===== config.mk =====
export PLATFORM = sky130hd
export DESIGN_NAME = watch_ctrl
export DESIGN_NICKNAME = d
export VERILOG_FILES = /design/src/rtl/watch_ctrl.sv
export SDC_FILE = /design/constraint.sdc
export NUM_CORES = 1
export LEC_CHECK = 0
export ABC_AREA = 1
export BUFFER_PORTS_ARGS = -buffer_cell sky130_fd_sc_hd__buf_2
export CORE_AREA = 5 5 56 58
export DETAILED_ROUTE_END_ITERATION = 12
export DIE_AREA = 0 0 61 63
export PLACE_DENSITY = 0.73
export SLEW_MARGIN = 20
export SYNTH_ARGS = -nofsm -noshare
export SYNTH_HDL_FRONTEND = slang
export SYNTH_SLANG_ARGS = --single-unit

===== constraint.sdc =====
create_clock -name clk -period 2.4 [get_ports clk]
set_clock_uncertainty 0.1 [all_clocks]
set_input_delay 0.6 -clock clk [delete_from_list [all_inputs] [get_ports clk]]
set_output_delay 0.6 -clock clk [all_outputs]
set_load 0.03 [all_outputs]

===== src/rtl/watch_ctrl.sv =====
// HH:MM:SS counter and clock/set mode controller for the six-digit display.
// Optional blink mask generation is enabled with `define WATCH_CTRL_BLINK_EN.
module watch_ctrl #(
  parameter int BLINK_DIV = 25000000
) (
  input  logic       clk,
  input  logic       rst,
  input  logic       i_tick,
  input  logic       i_btn_mode,
  input  logic       i_btn_pos,
  input  logic       i_btn_inc,
  output logic [5:0] o_sec,
  output logic [5:0] o_min,
  output logic [4:0] o_hour,
  output logic       o_mode,
  output logic [1:0] o_pos,
  output logic [5:0] o_blink
);

  typedef enum logic [1:0] {
    ST_CLOCK    = 2'd0,
    ST_SET_SEC  = 2'd1,
    ST_SET_MIN  = 2'd2,
    ST_SET_HOUR = 2'd3
  } state_t;

  if (BLINK_DIV < 2) begin : g_bad_div
    $error("BLINK_DIV must be at least 2");
  end

  state_t     r_state, w_state_nx;
  logic [5:0] w_sec_nx, w_min_nx;
  logic [4:0] w_hour_nx;
  logic       w_mode_nx;
  logic [1:0] w_pos_nx;
  logic       w_restart;

  function automatic logic [5:0] f_inc60(input logic [5:0] v);
    f_inc60 = (v == 6'd59) ? 6'd0 : v + 6'd1;
  endfunction

  function automatic logic [4:0] f_inc24(input logic [4:0] v);
    f_inc24 = (v == 5'd23) ? 5'd0 : v + 5'd1;
  endfunction

  // Next-state, next-time and blink-restart decode
  always_comb begin
    w_state_nx = r_state;
    w_sec_nx   = o_sec;
    w_min_nx   = o_min;
    w_hour_nx  = o_hour;
    w_restart  = 1'b0;
    case (r_state)
      ST_CLOCK: begin
        if (i_tick) begin
          w_sec_nx = f_inc60(o_sec);
          if (o_sec == 6'd59) begin
            w_min_nx = f_inc60(o_min);
            if (o_min == 6'd59) w_hour_nx = f_inc24(o_hour);
            else                w_hour_nx = o_hour;
          end else begin
            w_min_nx = o_min;
          end
        end else begin
          w_sec_nx = o_sec;
        end
        if (i_btn_mode) begin
          w_state_nx = ST_SET_SEC;
          w_restart  = 1'b1;
        end else begin
          w_state_nx = ST_CLOCK;
        end
      end
      ST_SET_SEC: begin
        if (i_btn_mode) begin
          w_state_nx = ST_CLOCK;
        end else begin
          if (i_btn_inc) w_sec_nx = f_inc60(o_sec);
          else           w_sec_nx = o_sec;
          if (i_btn_pos) begin
            w_state_nx = ST_SET_MIN;
            w_restart  = 1'b1;
          end else begin
            w_state_nx = ST_SET_SEC;
          end
        end
      end
      ST_SET_MIN: begin
        if (i_btn_mode) begin
          w_state_nx = ST_CLOCK;
        end else begin
          if (i_btn_inc) w_min_nx = f_inc60(o_min);
          else           w_min_nx = o_min;
          if (i_btn_pos) begin
            w_state_nx = ST_SET_HOUR;
            w_restart  = 1'b1;
          end else begin
            w_state_nx = ST_SET_MIN;
          end
        end
      end
      ST_SET_HOUR: begin
        if (i_btn_mode) begin
          w_state_nx = ST_CLOCK;
        end else begin
          if (i_btn_inc) w_hour_nx = f_inc24(o_hour);
          else           w_hour_nx = o_hour;
          if (i_btn_pos) begin
            w_state_nx = ST_SET_SEC;
            w_restart  = 1'b1;
          end else begin
            w_state_nx = ST_SET_HOUR;
          end
        end
      end
      default: w_state_nx = ST_CLOCK;
    endcase
  end

  // Mode and field outputs follow the next state so they are registered with it
  always_comb begin
    w_mode_nx = (w_state_nx != ST_CLOCK);
    case (w_state_nx)
      ST_SET_SEC:  w_pos_nx = 2'd0;
      ST_SET_MIN:  w_pos_nx = 2'd1;
      ST_SET_HOUR: w_pos_nx = 2'd2;
      default:     w_pos_nx = 2'd0;
    endcase
  end

  // State, time and mode registers
  always_ff @(posedge clk) begin
    if (rst) begin
      r_state <= ST_CLOCK;
      o_sec   <= 6'd0;
      o_min   <= 6'd0;
      o_hour  <= 5'd0;
      o_mode  <= 1'b0;
      o_pos   <= 2'd0;
    end else begin
      r_state <= w_state_nx;
      o_sec   <= w_sec_nx;
      o_min   <= w_min_nx;
      o_hour  <= w_hour_nx;
      o_mode  <= w_mode_nx;
      o_pos   <= w_pos_nx;
    end
  end

`ifdef WATCH_CTRL_BLINK_EN
  localparam int            CW     = $clog2(BLINK_DIV);
  localparam logic [CW-1:0] C_LAST = CW'(BLINK_DIV - 1);

  logic [CW-1:0] r_bcnt, w_bcnt_nx;
  logic          r_phase, w_phase_nx;
  logic [5:0]    w_blink_nx;

  // Blink divider; restarting on field entry makes the new field visible first
  always_comb begin
    if (!w_mode_nx || w_restart) begin
      w_bcnt_nx  = '0;
      w_phase_nx = 1'b0;
    end else if (r_bcnt == C_LAST) begin
      w_bcnt_nx  = '0;
      w_phase_nx = ~r_phase;
    end else begin
      w_bcnt_nx  = r_bcnt + CW'(1);
      w_phase_nx = r_phase;
    end
    case (w_state_nx)
      ST_SET_SEC:  w_blink_nx = {4'b0000, {2{w_phase_nx}}};
      ST_SET_MIN:  w_blink_nx = {2'b00, {2{w_phase_nx}}, 2'b00};
      ST_SET_HOUR: w_blink_nx = {{2{w_phase_nx}}, 4'b0000};
      default:     w_blink_nx = 6'b000000;
    endcase
  end

  // Blink counter, phase and mask registers
  always_ff @(posedge clk) begin
    if (rst) begin
      r_bcnt  <= '0;
      r_phase <= 1'b0;
      o_blink <= 6'b000000;
    end else begin
      r_bcnt  <= w_bcnt_nx;
      r_phase <= w_phase_nx;
      o_blink <= w_blink_nx;
    end
  end
`else
  assign o_blink = 6'b000000;
`endif

endmodule


==> flow_summary_export.csv <==
group,metric,value,unit
power,pwr-share-comb,13.6,%
placed_design,buffer_ports.inserted,25,
yosys,synth_area_per_cell,7.218,µm²
clocking,cts.hold.buffers_added,0,
clocking,clock_tree.root_cell,"sky130_fd_sc_hd__clkbuf_4",
global_route,grt-ovfl-total,0,
placed_design,detailed_place_hpwl,2009,µm
power,share_clk_of_total_power,36.7,%
placed_design,place_inst,223,
route,drt_pre_antenna_iters,4,
power,pwr-share-seq,49.7,%
clocking,cts-buffers-inserted,3,
cells_and_area,post-route-cell-area,0.001406,mm²
hold_path,min-delay-path-class,"flop to flop",
sta,final_period_minus_worst_setup_slack,1.753,ns
route,avgRoutedWirePerCell,11.35,µm
power,power.leakage,0.0006616,µW
floorplanning,fp.dieW,61,µm
yosys,synthesis.yosys.warnings,0,
global_route,grtUsageTotal,14.65,%
worst_setup_path,cp_slowest_stage_delay,0.48,ns
floorplanning,floorplan.rows,19,
clocking,cts_num_sinks,22,
worst_setup_path,timing.critical_path.cells,"buf_2",
route,first_iter_violations,49,
clocking,clkSlewWorstSetupHoldPaths,0.14,ns
global_route,grt_pass1_wl,4443,µm
global_route,grt_start_max_net_pins,14,
clocking,cts_tree,"done",
placed_design,gp_congestion,0.8348,
status,run_status,"completed",
floorplanning,coreArea,0.002615,mm²
yosys,netlist_instances,169,
floorplanning,dieArea,0.003843,mm²
placed_design,place_area,0.001354,mm²
clocking,clock_latency,0.32,ns
cells_and_area,utilization,53.78,%
cells_and_area,antenna-diode-count,0,
cells_and_area,flow.area_growth_from_synthesis,15.28,%
power,power.switching,205.3,µW
sta,finalHoldViolations,0,
cells_and_area,final_layout_size_suffix_gt1_share,23.98,%
route,detail_route.vias_per_cell,5.026,
cells_and_area,layoutNonFillerInstCount,227,
route,routed-via-count,1141,
worst_setup_path,worst_path_dominant_cell_family,"flip-flops",
worst_setup_path,worstSetupEndpointType,"output pin",
yosys,synth.cell_area,0.001220,mm²
floorplanning,i_o_pin_cnt,32,
worst_setup_path,critical_path.max_fanout,7,
yosys,yosys.cell_types.count,30,
sta,finalCritPeriodShare,73.06,%
global_route,vias_in_the_first_global_route,1067,
clocking,cts_max_path_buffers,2,
sta,finalMaxSlewViolations,0,
yosys,yosys-top-cells-area,"sky130_fd_sc_hd__dfxtp_1 (36%), sky130_fd_sc_hd__nand2_1 (9.8%), sky130_fd_sc_hd__nor2_1 (7.4%)",
worst_setup_path,critPathRequiredTime,1.70,ns
route,remaining_drc_errors,0,
power,power.switching_fraction,26.39,%
power,cellInternalPower,572.4,µW
floorplanning,die-height,63,µm
yosys,synth_largest_type_area_fraction,36.10,%
sta,setup_repair_after_global_routing_missed_its_margin,"false",
route,drt-total-wl,2576,µm
flow_run,maxCapViolCount,0,
yosys,ys_ff_latch,22,
power,power.ir.vdd_worst,0.5000,mV
worst_setup_path,timing.critical_path.from_type,"flop",
worst_setup_path,worst_ep_arrival_time,1.05,ns
clocking,clock_tree.htree_level_count,1,
power,cellPowerDensity,553.0,mW/mm²
cells_and_area,finalNetCount,206,
worst_setup_path,setup.worst_path.class,"flop to output pin",
route,route.antenna.remaining_nets,0,
worst_setup_path,cp_slowest_cell,"sky130_fd_sc_hd__dfxtp_1",
yosys,largest_area_contributor_in_the_netlist,"sky130_fd_sc_hd__dfxtp_1",
clocking,post_cts.resized_instances,0,
global_route,antenna_found_initial,0,
yosys,synth_seq_area_share,36.10,%
floorplanning,initial_utilization,46.65,%
sta,setup_viol,0,
sta,timing.fmax,570.3,MHz
sta,timing.setup.tns,0,ns
clocking,number_of_setup_buffers_added_after_cts,0,
worst_setup_path,crit_buf_inv,1,
power,post-layout-total-power,777.7,µW
==> layout make-up <==
| cell class | instances | area [µm²] |
|---|---|---|
| fillers | 260 | 1209 |
| clock buffers | 3 | 22.52 |
| inverters | 17 | 67.56 |
| repair buffers | 25 | 125.1 |
| flip-flops and latches | 22 | 440.4 |
| multi-input cells | 128 | 681.9 |
| clock inverters | 1 | 30.03 |
| well taps | 31 | 38.79 |
==> state kept, by name, indices dropped and copies added, names as in the netlist <==
| signal | flops |
|---|---|
| o_min | 6 |
| o_sec | 6 |
| o_hour | 5 |
| o_pos | 2 |
| r_state | 2 |
| o_mode | 1 |
==> power groups by stage <==
stage	logic (µW)	registers [µW]	clock network, µW
after floorplan	73.0	408	0
after global placement	103	394	0
after detailed placement	105	394	0
after CTS	106	386	288
after global routing	117	388	304
final	106	386	285
==> cells in the final DEF, fill, tap and decap left out, types with 6 or more instances in the layout <==
cell type and n:
sky130_fd_sc_hd__inv_1 14, sky130_fd_sc_hd__buf_2 25, sky130_fd_sc_hd__a21oi_1 12, sky130_fd_sc_hd__nor2_1 24, sky130_fd_sc_hd__nand3_1 15, sky130_fd_sc_hd__dfxtp_1 22, sky130_fd_sc_hd__nand2_1 32, sky130_fd_sc_hd__conb_1 6
==> worst paths after layout <==
kind,from,end,slack (ns),cells past startpoint
min reg2reg,o_min[1]$_SDFFE_PP0P_,o_min[1]$_SDFFE_PP0P_,0.42,2
max reg2reg,o_sec[1]$_SDFFE_PP0P_,o_hour[0]$_SDFFE_PP0P_,0.82,9
min,o_min[1]$_SDFFE_PP0P_,o_min[1]$_SDFFE_PP0P_,0.42,2
max,o_min[2]$_SDFFE_PP0P_,o_min[2],0.65,1
==> per-layer routing <==
metal	global-route usage (%)	part of all wire, %
met3	2.066	4.3
met5	0	0
met2	23.93	50
met4	6.504	1.9
met1	18.48	44
==> Yosys cell counts, drive strengths merged <==
cell,count
a211oi,1
a21oi,13
buf,6
clkbuf,1
clkinv,1
conb,1
dfxtp,22
ha,3
inv,16
nand2,39
nand3,16
nand4,3
nor2,29
nor3,1
o211ai,1
o21ai,6
o21bai,2
or2,2
xnor2,1
xor2,5
==> through the flow <==
step / setup WS [ns] / hold WS (ns)
after global routing: 0.6014 / 0.4472
after detailed placement: 0.6856 / 0.3978
final: 0.6465 / 0.4185
after CTS: 0.6446 / 0.4179
after floorplan: 0.7797 / 0.5094
after global placement: 0.7234 / 0.3876
==> logic make-up (layout without fill, tap and decap cells) <==
group / after synthesis / after routing / synth area share (%)
simple gates: 90 / 90 / 35.79
xor+xnor: 6 / 6 / 4.308
flops: 22 / 22 / 36.10
fa+ha+maj: 3 / 3 / 3.077
other cells: 1 / 6 / 0.3074
compound gates: 23 / 23 / 10.87
buf+inv: 24 / 46 / 9.538
==> tightest hold or removal path, stage by stage (launching register included) <==
cell	delay (ns)
sky130_fd_sc_hd__dfxtp_1	0.36
sky130_fd_sc_hd__nand2_1	0.08
sky130_fd_sc_hd__a21oi_1	0.05
No activity file was read; power rests on OpenSTA's default activity.
